### src/rtl/led_module.sv
// Memory-mapped LED output peripheral: static levels, per-LED blinking and
// shared fixed-length one-shot flashes, with registered pins and read-back.
module led_module #(
    parameter int unsigned NUM_LEDS       = 6,
    parameter int unsigned PULSE_CYCLES   = 2700000,
    parameter int unsigned DEFAULT_PERIOD = 13500000,
    parameter bit          ACTIVE_LOW     = 1'b1
) (
    input  logic                clk,
    input  logic                rst_n,
    input  logic                wen,
    input  logic                ren,
    input  logic [31:0]         address,
    input  logic [31:0]         data_in,
    output logic [31:0]         data_out,
    output logic [NUM_LEDS-1:0] led
);

    localparam int unsigned PER_W  = 24;
    localparam int unsigned PCNT_W = (PULSE_CYCLES > 1) ? $clog2(PULSE_CYCLES) : 1;

    logic [NUM_LEDS-1:0] r_value;
    logic [NUM_LEDS-1:0] r_mask;
    logic [PER_W-1:0]    r_period;
    logic [PER_W-1:0]    r_blink_cnt;
    logic                r_phase;
    logic [NUM_LEDS-1:0] r_pulse_active;
    logic [PCNT_W-1:0]   r_pulse_cnt;

    logic                w_wr_value;
    logic                w_wr_mask;
    logic                w_wr_period;
    logic                w_wr_pulse;
    logic [NUM_LEDS-1:0] w_on;
    logic [31:0]         w_rd_data;
    logic                w_unused;

    // Bits outside the decoded address and store-data fields
    assign w_unused = ^{address[31:4], address[1:0], data_in[31:24]};

    assign w_wr_value  = wen && (address[3:2] == 2'd0);
    assign w_wr_mask   = wen && (address[3:2] == 2'd1);
    assign w_wr_period = wen && (address[3:2] == 2'd2);
    assign w_wr_pulse  = wen && (address[3:2] == 2'd3);

    // Control registers
    always_ff @(posedge clk) begin
        if (!rst_n) begin
            r_value  <= '0;
            r_mask   <= '0;
            r_period <= PER_W'(DEFAULT_PERIOD);
        end else begin
            if (w_wr_value) begin
                r_value <= data_in[NUM_LEDS-1:0];
            end
            if (w_wr_mask) begin
                r_mask <= data_in[NUM_LEDS-1:0];
            end
            if (w_wr_period) begin
                r_period <= data_in[PER_W-1:0];
            end
        end
    end

    // Blink engine: phase toggles every r_period cycles; period 0 parks it dark
    always_ff @(posedge clk) begin
        if (!rst_n) begin
            r_blink_cnt <= '0;
            r_phase     <= 1'b0;
        end else if (w_wr_period || (r_period == '0)) begin
            r_blink_cnt <= '0;
            r_phase     <= 1'b0;
        end else if (r_blink_cnt == (r_period - PER_W'(1))) begin
            r_blink_cnt <= '0;
            r_phase     <= ~r_phase;
        end else begin
            r_blink_cnt <= r_blink_cnt + PER_W'(1);
        end
    end

    // Pulse engine: one shared countdown, new bits join a running flash
    always_ff @(posedge clk) begin
        if (!rst_n) begin
            r_pulse_active <= '0;
            r_pulse_cnt    <= '0;
        end else if (w_wr_pulse) begin
            r_pulse_active <= r_pulse_active | data_in[NUM_LEDS-1:0];
            r_pulse_cnt    <= PCNT_W'(PULSE_CYCLES - 1);
        end else if (r_pulse_active != '0) begin
            if (r_pulse_cnt == '0) begin
                r_pulse_active <= '0;
            end else begin
                r_pulse_cnt <= r_pulse_cnt - PCNT_W'(1);
            end
        end
    end

    always_comb begin
        w_on = (r_value & ~r_mask)
             | (r_value & r_mask & {NUM_LEDS{r_phase}})
             | r_pulse_active;
    end

    always_comb begin
        w_rd_data = '0;
        case (address[3:2])
            2'd0:    w_rd_data = 32'(r_value);
            2'd1:    w_rd_data = 32'(r_mask);
            2'd2:    w_rd_data = 32'(r_period);
            default: w_rd_data = 32'(r_pulse_active);
        endcase
    end

    // Registered pins and read data
    always_ff @(posedge clk) begin
        if (!rst_n) begin
            led      <= ACTIVE_LOW ? '1 : '0;
            data_out <= '0;
        end else begin
            led <= ACTIVE_LOW ? ~w_on : w_on;
            if (ren) begin
                data_out <= w_rd_data;
            end
        end
    end

endmodule

### config.mk
export PLATFORM = sky130hd
export DESIGN_NAME = led_module
export DESIGN_NICKNAME = d
export VERILOG_FILES = /design/src/rtl/led_module.sv
export SDC_FILE = /design/constraint.sdc
export NUM_CORES = 1
export LEC_CHECK = 0
export BUFFER_PORTS_ARGS = -buffer_cell sky130_fd_sc_hd__buf_2
export CAP_MARGIN = 5
export CORE_MARGIN = 2
export CORE_UTILIZATION = 50
export CTS_BUF_LIST = sky130_fd_sc_hd__clkbuf_8
export DETAILED_ROUTE_END_ITERATION = 6
export GPL_TIMING_DRIVEN = 0
export PLACE_DENSITY = 0.73
export SLEW_MARGIN = 15
export SYNTH_ARGS = -nofsm -noshare
export SYNTH_HDL_FRONTEND = slang
export SYNTH_SLANG_ARGS = --single-unit
### constraint.sdc
create_clock -name clk -period 6 [get_ports clk]
set_input_delay 1.8 -clock clk [delete_from_list [all_inputs] [get_ports clk]]
set_output_delay 1.8 -clock clk [all_outputs]
set_load 0.05 [all_outputs]
==> metrics.cfg, run 1 <==
[timing]
post-route-period-util_pct=56.9
setup_viol=0
setup_tns_ns=0
clock_skew_ns=0.00783
relSlewSlack_pct=29.5
hold_violations=0
fmax_mhz=293
rsz0062_at_grt=no
finalCriticalPeriod_ns=3.41
drv_slew=0
worst_pin_slew_ns=1.05
hold-worst-slack_ns=0.512

[layout]
areaGrowthSynthToFinish_pct=14.1
drive_above_1_share_pct=18.3
register_area_mm2=0.00238
diodes=0
nFillCells=1060
fin_nets=827
multi_input_area_mm2=0.00338

[yosys]
yosysWarnings=0
async_flop_share_pct=0
yosys_most_used_dff=dfxtp_1
ys_seq_area_share_pct=39.5
synth-seq-cells=119
synth.distinct_cells=64
synth-edff-count=0
avgSynthCellArea_um2=8.98
synth_most_common_cell=dfxtp_1
synth_common_cells=dfxtp_1 (119), nand2_1 (66), nor2b_1 (57)
syn_inst=671
synth_area_leader_cell=dfxtp_1
synthDominantCellAreaShare_pct=39.5
synth_area_mm2=0.00603
synth_area_leaders=dfxtp_1 (40%), nor2b_1 (5.9%), xnor2_1 (5.4%)

[setup_path]
r2r_cells=11
crit_fanout=10
rr_startpoint=r_period[0]
crit_path_start_kind=flop
r2r_end=r_blink_cnt[22]
worstSetupEndpoint=r_blink_cnt[22]
regToRegSetupSlack_ns=2.59
cp-end-kind=flop
critPathKind=flop to flop
critPathRequiredTime_ns=6.30
worstPathArrival_ns=3.71
crit_start=r_period[0]

[die]
dieWidth_um=114
io_pins=106
fp.dieH_um=114
start_util_pct=50.6
die_area_mm2=0.0129
fp.coreArea_mm2=0.0119
fp-row-count=40

[placement]
placement.io_buffers=58
place.gp.congestion=0.854
place_hpwl_um=11000

[grt]
grt_pass1_wl_um=24100
grt_pass1_vias=4918
grt_max_degree=17
grt.overflow.total=0
grtUsageTotal_pct=23.9
antenna_found_initial=0

[detailed_routing]
via_per_inst=5.61
ant_nets=0
dr.first_iter.drc_count=242
vias=5110
wl_um=15200
wire_per_inst_um=16.6
route.detailed.drc=0
firstDrtPassIters=5

[cts]
cts-root-buf=clkbuf_8
holdBufCountCts=0
ctsResizeCount=0
cts_buffer_depth=2
cts_made_buffers=17
clk_pin_slew_ns=0.06
post_cts_buffers=0
insertion_delay_ns=0.44
clock-sinks=119
tritoncts=done
htreeDepth=4

[power]
power_density_mw_per_mm2=271
power.leakage_nw=2.67
peakVddDrop_mv=0.194

[min_path]
hold_path.class=flop to flop

[job]
drv_cap=0

[run_status]
status=complete, no violations

## worst min path at each step
stage,slack (ns),depth (start not counted),endpoint,startpoint
6_report,0.51,2,r_period[23],r_period[23]
5_1_grt,0.55,2,data_out[2],data_out[2]
4_1_cts,0.52,2,r_period[23],r_period[23]
3_5_place_dp,0.50,2,r_pulse_active[4],r_pulse_active[4]
3_3_place_gp,0.49,2,r_pulse_active[4],r_pulse_active[4]
2_1_floorplan,0.46,1,led[4],r_pulse_active[4]
## power by group
group | switching [mW] | internal, mW | total, mW
clock network | 0.300 | 0.343 | 0.643
registers | 0.0461 | 0.838 | 0.884
logic | 0.205 | 0.133 | 0.337
## cells in the final DEF (no fill, tap or decap), types with 9 or more instances in the layout
master / Yosys / layout
and3_1: 9 / 9
buf_2: 1 / 59
mux2i_1: 18 / 18
nor2_1: 39 / 39
xnor2_1: 37 / 37
inv_1: 12 / 15
nor3_1: 15 / 15
nor4_1: 14 / 13
nor3_2: 20 / 20
dfxtp_1: 119 / 119
a21boi_0: 28 / 28
nand4_1: 10 / 10
nand2_1: 66 / 66
clkbuf_8: 1 / 21
xor2_1: 32 / 32
nor2b_1: 57 / 57
a21oi_1: 30 / 30
nand3_1: 30 / 30
clkbuf_1: 27 / 27
## sequential cells by signal, indices dropped and copies added (netlist names)
signal and count:
data_out 24, r_blink_cnt 24, r_period 24, r_pulse_cnt 22
led 6, r_mask 6, r_pulse_active 6, r_value 6
r_phase 1
## per-layer routing
layer  vias to the layer above  share of wire, %  track usage, %
li1                       2501                 -               -
met1                      2406                45            29.8
met2                       161                48            39.6
met3                        42               4.6            5.63
met4                         0               3.1            10.3
met5                         -                 0               0
## worst max-delay path, cell delays in order, from the launching register on
cell	delay [ns]
dfxtp_1	0.40
inv_1	0.10
ha_1	0.24
or4b_1	0.59
or4_4	0.53
a221oi_2	0.30
o211ai_1	0.17
nor4_2	0.33
and3_1	0.26
buf_6	0.15
buf_12	0.15
nor3_2	0.05
## cells by family (layout without fill, tap and decap cells)
logic type / count (synthesis) / after routing / synth area share [%]
adder cells (fa/ha/maj): 4 / 4 / 0.831
AO/OA/AOI/OAI: 92 / 92 / 10.2
multiplexers: 25 / 25 / 5.48
other: 1 / 8 / 0.0622
XOR/XNOR: 69 / 69 / 10.0
buffers and inverters: 57 / 143 / 5.02
AND/OR/NAND/NOR: 304 / 304 / 28.8
flip-flops: 119 / 119 / 39.5
## area by class of cell
class	count	area share, %
clock buffer	20	4.00
sequential	119	34.7
multi-input combinational	502	49.1
timing repair buffer	58	4.22
inverter	12	0.655
buffer	45	3.75
clock inverter	8	0.892
tap	147	2.68
## per-stage QoR
step | power [mW] | std cells | area (um^2) | worst slack, ns | util [%]
floorplan | 1.15 | 678 | 6050 | 2.77 | -
global route | 1.94 | 911 | 6870 | 2.47 | 57.7
detailed placement | 1.23 | 883 | 6530 | 2.17 | 54.8
global placement | 1.22 | 883 | 6530 | 2.25 | 54.8
CTS | 1.87 | 911 | 6870 | 2.63 | 57.7
finish | 1.86 | 911 | 6870 | 2.59 | 57.7
(Power assumes the default switching activity.)
==> run 2: changes to the inputs <==
--- a/config.mk
+++ b/config.mk
@@ -12,7 +12,7 @@
 export CTS_BUF_LIST = sky130_fd_sc_hd__clkbuf_8
 export DETAILED_ROUTE_END_ITERATION = 6
 export GPL_TIMING_DRIVEN = 0
-export PLACE_DENSITY = 0.73
+export PLACE_DENSITY = 0.75
 export SLEW_MARGIN = 15
 export SYNTH_ARGS = -nofsm -noshare
 export SYNTH_HDL_FRONTEND = slang
==> constraint.sdc (replaced) <==
create_clock -name clk -period 2.85 [get_ports clk]
set_input_delay 0.855 -clock clk [delete_from_list [all_inputs] [get_ports clk]]
set_output_delay 0.855 -clock clk [all_outputs]
set_load 0.05 [all_outputs]
==> run 2 against run 1 <==
  * The flow now finishes with violations (setup timing)
  * Critical path depth did not move
  * Die area unchanged
  * Utilization increased by 3.5 points
  * Sequential cell count unchanged
  * Non-clock buffer count rose by 18
  * Critical endpoint is now r_blink_cnt[16]
  * Count of clock-buffer cells in the layout decreased by 3
  * Cell count is 2.3% higher
  * Power is 130% higher
  * Combinational power is 120% higher
==> metrics.cfg, run 2 (synthesis results as in run 1) <==
[detailed_routing]
via_per_inst=5.62
ant_nets=0
route.detailed.drc=0
vias=5240
firstDrtPassIters=5
wire_per_inst_um=16.7
dr.first_iter.drc_count=251
wl_um=15500

[timing]
worst_pin_slew_ns=1.05
fmax_mhz=340
setup_viol=24
finalCriticalPeriod_ns=2.94
drv_slew=0
setup_tns_ns=-1.82
post-route-period-util_pct=103
setup_ws_ns=-0.0926
hold-worst-slack_ns=0.514
relSlewSlack_pct=29.2
rsz0062_at_grt=yes
clock_skew_ns=0.00946
hold_violations=0

[setup_path]
r2r_cells=11
critPathRequiredTime_ns=3.17
worstPathArrival_ns=3.26
path_cells=inv_4 > ha_4 > or4b_4 > or4_4 > a221oi_2 > o211ai_1 > nor4_2 > and3_1 > buf_6 > clkbuf_16 > nor3_2
slowest_delay_ns=0.49
crit_path_start_kind=flop
critPathSlowestCell=or4_4
crit_fanout=5
cp-end-kind=flop
critPathKind=flop to flop

[layout]
fin_nets=845
areaGrowthSynthToFinish_pct=21.0
final_cells=932
drive_above_1_share_pct=23.4
top_regs=data_out x24, r_blink_cnt x24, r_period x24
final_common_cell=dfxtp_1
diodes=0
final_cell_mix=dfxtp_1 (114), nand2_1 (66), buf_2 (58)

[placement]
place.gp.congestion=0.871
place_hpwl_um=10900
placement.io_buffers=58
placedCellCount=883

[cts]
htreeDepth=4
cts_made_buffers=17
clock-sinks=119
cts-root-buf=clkbuf_8
clk_pin_slew_ns=0.07
insertion_delay_ns=0.45
cts_buffer_depth=2
tritoncts=done

[die]
start_util_pct=50.6
fp-row-count=40
io_pins=106
die_area_mm2=0.0129
fp.coreArea_mm2=0.0119
dieWidth_um=114
fp.dieH_um=114

[grt]
grt_pass1_wl_um=25100
antenna_found_initial=0
grt.overflow.total=0
grt_max_degree=17
grtUsageTotal_pct=24.7
grt_pass1_vias=5214

[job]
drv_cap=0

[min_path]
hold_path.class=flop to flop
hold_path_depth=2

[run_status]
status=complete, but fails checks
violations=setup timing

[power]
power_density_mw_per_mm2=585
power.leakage_nw=2.87
peakVddDrop_mv=0.393

## run 2: per-layer routing
metal / vias to the layer above / GRT usage, % / routed length [um]
met1: 2502 / 29.6 / 6390
met2: 173 / 41.4 / 7750
li1: 2532 / - / -
met3: 33 / 5.58 / 972
met4: 0 / 13.4 / 419
met5: - / 0 / 0
## run 2: per-stage QoR
step | area, um^2 | worst slack, ns | utilization [%] | power (mW)
3_3_place_gp | 6530 | -0.379 | 54.8 | 2.57
3_5_place_dp | 6530 | -0.394 | 54.8 | 2.60
5_1_grt | 7290 | -0.181 | 61.2 | 4.45
4_1_cts | 7140 | -0.0513 | 59.9 | 4.29
6_report | 7290 | -0.0926 | 61.2 | 4.27
2_1_floorplan | 6060 | 0.0905 | - | 2.42
## run 2: final cells by class
cell class | count | area, um^2
multi-input cells | 502 | 3530
clock buffers | 17 | 234
clock inverters | 14 | 193
repair buffers | 77 | 454
flip-flops and latches | 119 | 2390
fillers | 989 | 4620
well taps | 147 | 184
inverters | 12 | 47.5
plain buffers | 44 | 255
## run 2: final timing paths
kind,slack [ns],startpoint,to
worst max register to register,-0.09,r_period[1],r_blink_cnt[16]
worst min register to register,0.51,data_out[4],data_out[4]
worst max-delay path,-0.09,r_period[1],r_blink_cnt[16]
worst min-delay path,0.51,data_out[4],data_out[4]
## run 2: power breakdown
| group | internal (mW) | total, mW | switching [mW] |
|---|---|---|---|
| Sequential | 1.76 | 1.86 | 0.0977 |
| Combinational | 0.291 | 0.734 | 0.444 |
| Clock | 1.01 | 1.67 | 0.659 |
| Total | 3.07 | 4.27 | 1.20 |
## run 2: worst max-delay path, delay by kind of cell (launching register included)
| kind | cells | cell delay, ns |
|---|---|---|
| AO/OA/AOI/OAI | 2 | 0.44 |
| adder cells (fa/ha/maj) | 1 | 0.12 |
| buffers and inverters | 3 | 0.36 |
| flip-flops | 1 | 0.37 |
| AND/OR/NAND/NOR | 5 | 1.51 |
## run 2: repair_timing
item,CTS,global route
setup buffers,13,5
hold buffers,0,0
gates cloned,0,1
endpoints found under the setup margin,25,31
pin swaps,7,9
gates resized for setup,20,20
==> run 3: changes to the inputs <==
--- a/config.mk
+++ b/config.mk
@@ -7,12 +7,14 @@
 export LEC_CHECK = 0
 export BUFFER_PORTS_ARGS = -buffer_cell sky130_fd_sc_hd__buf_2
 export CAP_MARGIN = 5
+export CELL_PAD_IN_SITES_DETAIL_PLACEMENT = 1
+export CELL_PAD_IN_SITES_GLOBAL_PLACEMENT = 1
 export CORE_MARGIN = 2
-export CORE_UTILIZATION = 50
+export CORE_UTILIZATION = 40
 export CTS_BUF_LIST = sky130_fd_sc_hd__clkbuf_8
 export DETAILED_ROUTE_END_ITERATION = 6
 export GPL_TIMING_DRIVEN = 0
-export PLACE_DENSITY = 0.75
+export PLACE_DENSITY_LB_ADDON = 0.1
 export SLEW_MARGIN = 15
 export SYNTH_ARGS = -nofsm -noshare
 export SYNTH_HDL_FRONTEND = slang
==> run 3 against run 2 <==
  * Register-to-register slack got worse by 0.12 ns
  * The flow still finishes with violations (setup timing)
  * Critical path type unchanged
  * Worst hold slack better by 0.0053 ns
  * Non-clock buffer count did not move
==> metrics.cfg, run 3 (synthesis results as in run 1) <==
[run_status]
status=complete, but fails checks
violations=setup timing

[layout]
diodes=0
final_cell_mix=dfxtp_1 (113), nand2_1 (66), buf_2 (58)
top_regs=data_out x24, r_blink_cnt x24, r_period x24
nFillCells=1716
final_area_mm2=0.00750
final_common_cell=dfxtp_1
drive_above_1_share_pct=25.2
areaGrowthSynthToFinish_pct=24.5
fin_nets=845

[timing]
rsz0062_at_grt=yes
hold_violations=0
setup_tns_ns=-4.11
clock_skew_ns=0.0139
relSlewSlack_pct=45.3
hold-worst-slack_ns=0.520
finalCriticalPeriod_ns=3.06
setup_ws_ns=-0.208
setup_viol=25
drv_slew=0
worst_pin_slew_ns=0.820
post-route-period-util_pct=107
fmax_mhz=327

[grt]
grt_util_met1_pct=28.4
grt_use_met3_pct=5.23
grt.overflow.total=0
grt_pass1_vias=5622
antenna_found_initial=0
grtUsageTotal_pct=23.3
grt_pass1_wl_um=29500
met2_usage_pct=42.1
grt_max_degree=17
globalRoute.busiestLayer=met2

[setup_path]
crit_fanout=5
critPathSlowestCell=or4_4
critPathKind=flop to flop
worstPathArrival_ns=3.35
slowest_delay_ns=0.50
critPathRequiredTime_ns=3.14
path_cells=inv_4 > ha_4 > or4b_4 > or4_4 > a221oi_4 > o211ai_1 > nor4_2 > and3_1 > buf_6 > buf_12 > clkbuf_16 > nor3_2
crit_path_start_kind=flop
cp-end-kind=flop

[detailed_routing]
wire_per_inst_um=19.0
firstDrtPassIters=5
via_per_inst=5.45
wl_um=18400
vias=5288
ant_nets=0
dr.first_iter.drc_count=194
route.detailed.drc=0

[die]
die_area_mm2=0.0161
fp.dieH_um=127
fp.coreArea_mm2=0.0146
fp-row-count=44
io_pins=106
start_util_pct=41.1
dieWidth_um=127

[cts]
clk_pin_slew_ns=0.08
insertion_delay_ns=0.44
holdBufCountCts=0
htreeDepth=4
cts_made_buffers=17
tritoncts=done
cts_buffer_depth=2
clock-sinks=119
cts-root-buf=clkbuf_8

[placement]
place.gp.congestion=0.804
place_hpwl_um=13000
placement.io_buffers=58
place_area_mm2=0.00658

[min_path]
hold_path.class=flop to flop

[power]
power.leakage_nw=2.91
power_density_mw_per_mm2=570
peakVddDrop_mv=0.448

[job]
drv_cap=0

run 3: changes by cell type in the layout (fill, tap and decap cells not counted), sizes merged:
cell      previous run  this run
buf                 92        93
bufinv               5         3
clkinv               4         6
clkinvlp             1         2
inv                 16        15
run 3: power by group:
group	internal [mW]	switching (mW)	total, mW
logic	0.299	0.467	0.765
registers	1.76	0.105	1.87
clock network	0.895	0.752	1.65
total	2.96	1.32	4.28
run 3: cell type report:
class,instances,area [um^2],share of cell area (%)
multi-input combinational,502,3640,48.6
sequential,119,2390,31.9
timing repair buffer,78,510,6.80
buffer,43,250,3.34
clock buffer,18,248,3.30
tap,184,230,3.07
clock inverter,14,175,2.33
inverter,12,50.0,0.667
run 3: metrics by stage:
stage	setup slack [ns]	utilization, %	power, mW	std cells
after CTS	-0.168	49.6	4.29	966
after global placement	-0.501	44.9	2.59	920
after detailed placement	-0.618	45.0	2.63	920
after floorplan	0.0905	-	2.42	678
final	-0.208	51.2	4.28	970
after global routing	-0.285	51.2	4.48	970
run 3: path summary, 6_finish.rpt:
check                                  from               to  slack (ns)  depth (start not counted)
worst min register to register  data_out[3]      data_out[3]        0.52                          2
worst min-delay path            data_out[3]      data_out[3]        0.52                          2
worst max register to register  r_period[1]  r_blink_cnt[14]       -0.21                         12
worst max-delay path            r_period[1]  r_blink_cnt[14]       -0.21                         12
run 3: what timing repair did:
item                       4_1_cts  5_1_grt
cloned                           1        1
resized for setup               26       31
setup endpoints to repair       29       31
pin swaps                        9       15
buffers inserted                16        6
run 3: worst max-delay path, delay by kind of cell (launching register included):
kind            cells  cell delay, ns
compound gates      2            0.48
flops               1            0.37
buf+inv             4            0.45
simple gates        5            1.48
fa+ha+maj           1            0.12
run 3: per-layer routing:
layer / wire length [um] / part of all wire, %
met3: 579 / 3.1
met4: 195 / 1.1
met2: 9630 / 52
met5: 0 / 0
met1: 7980 / 43
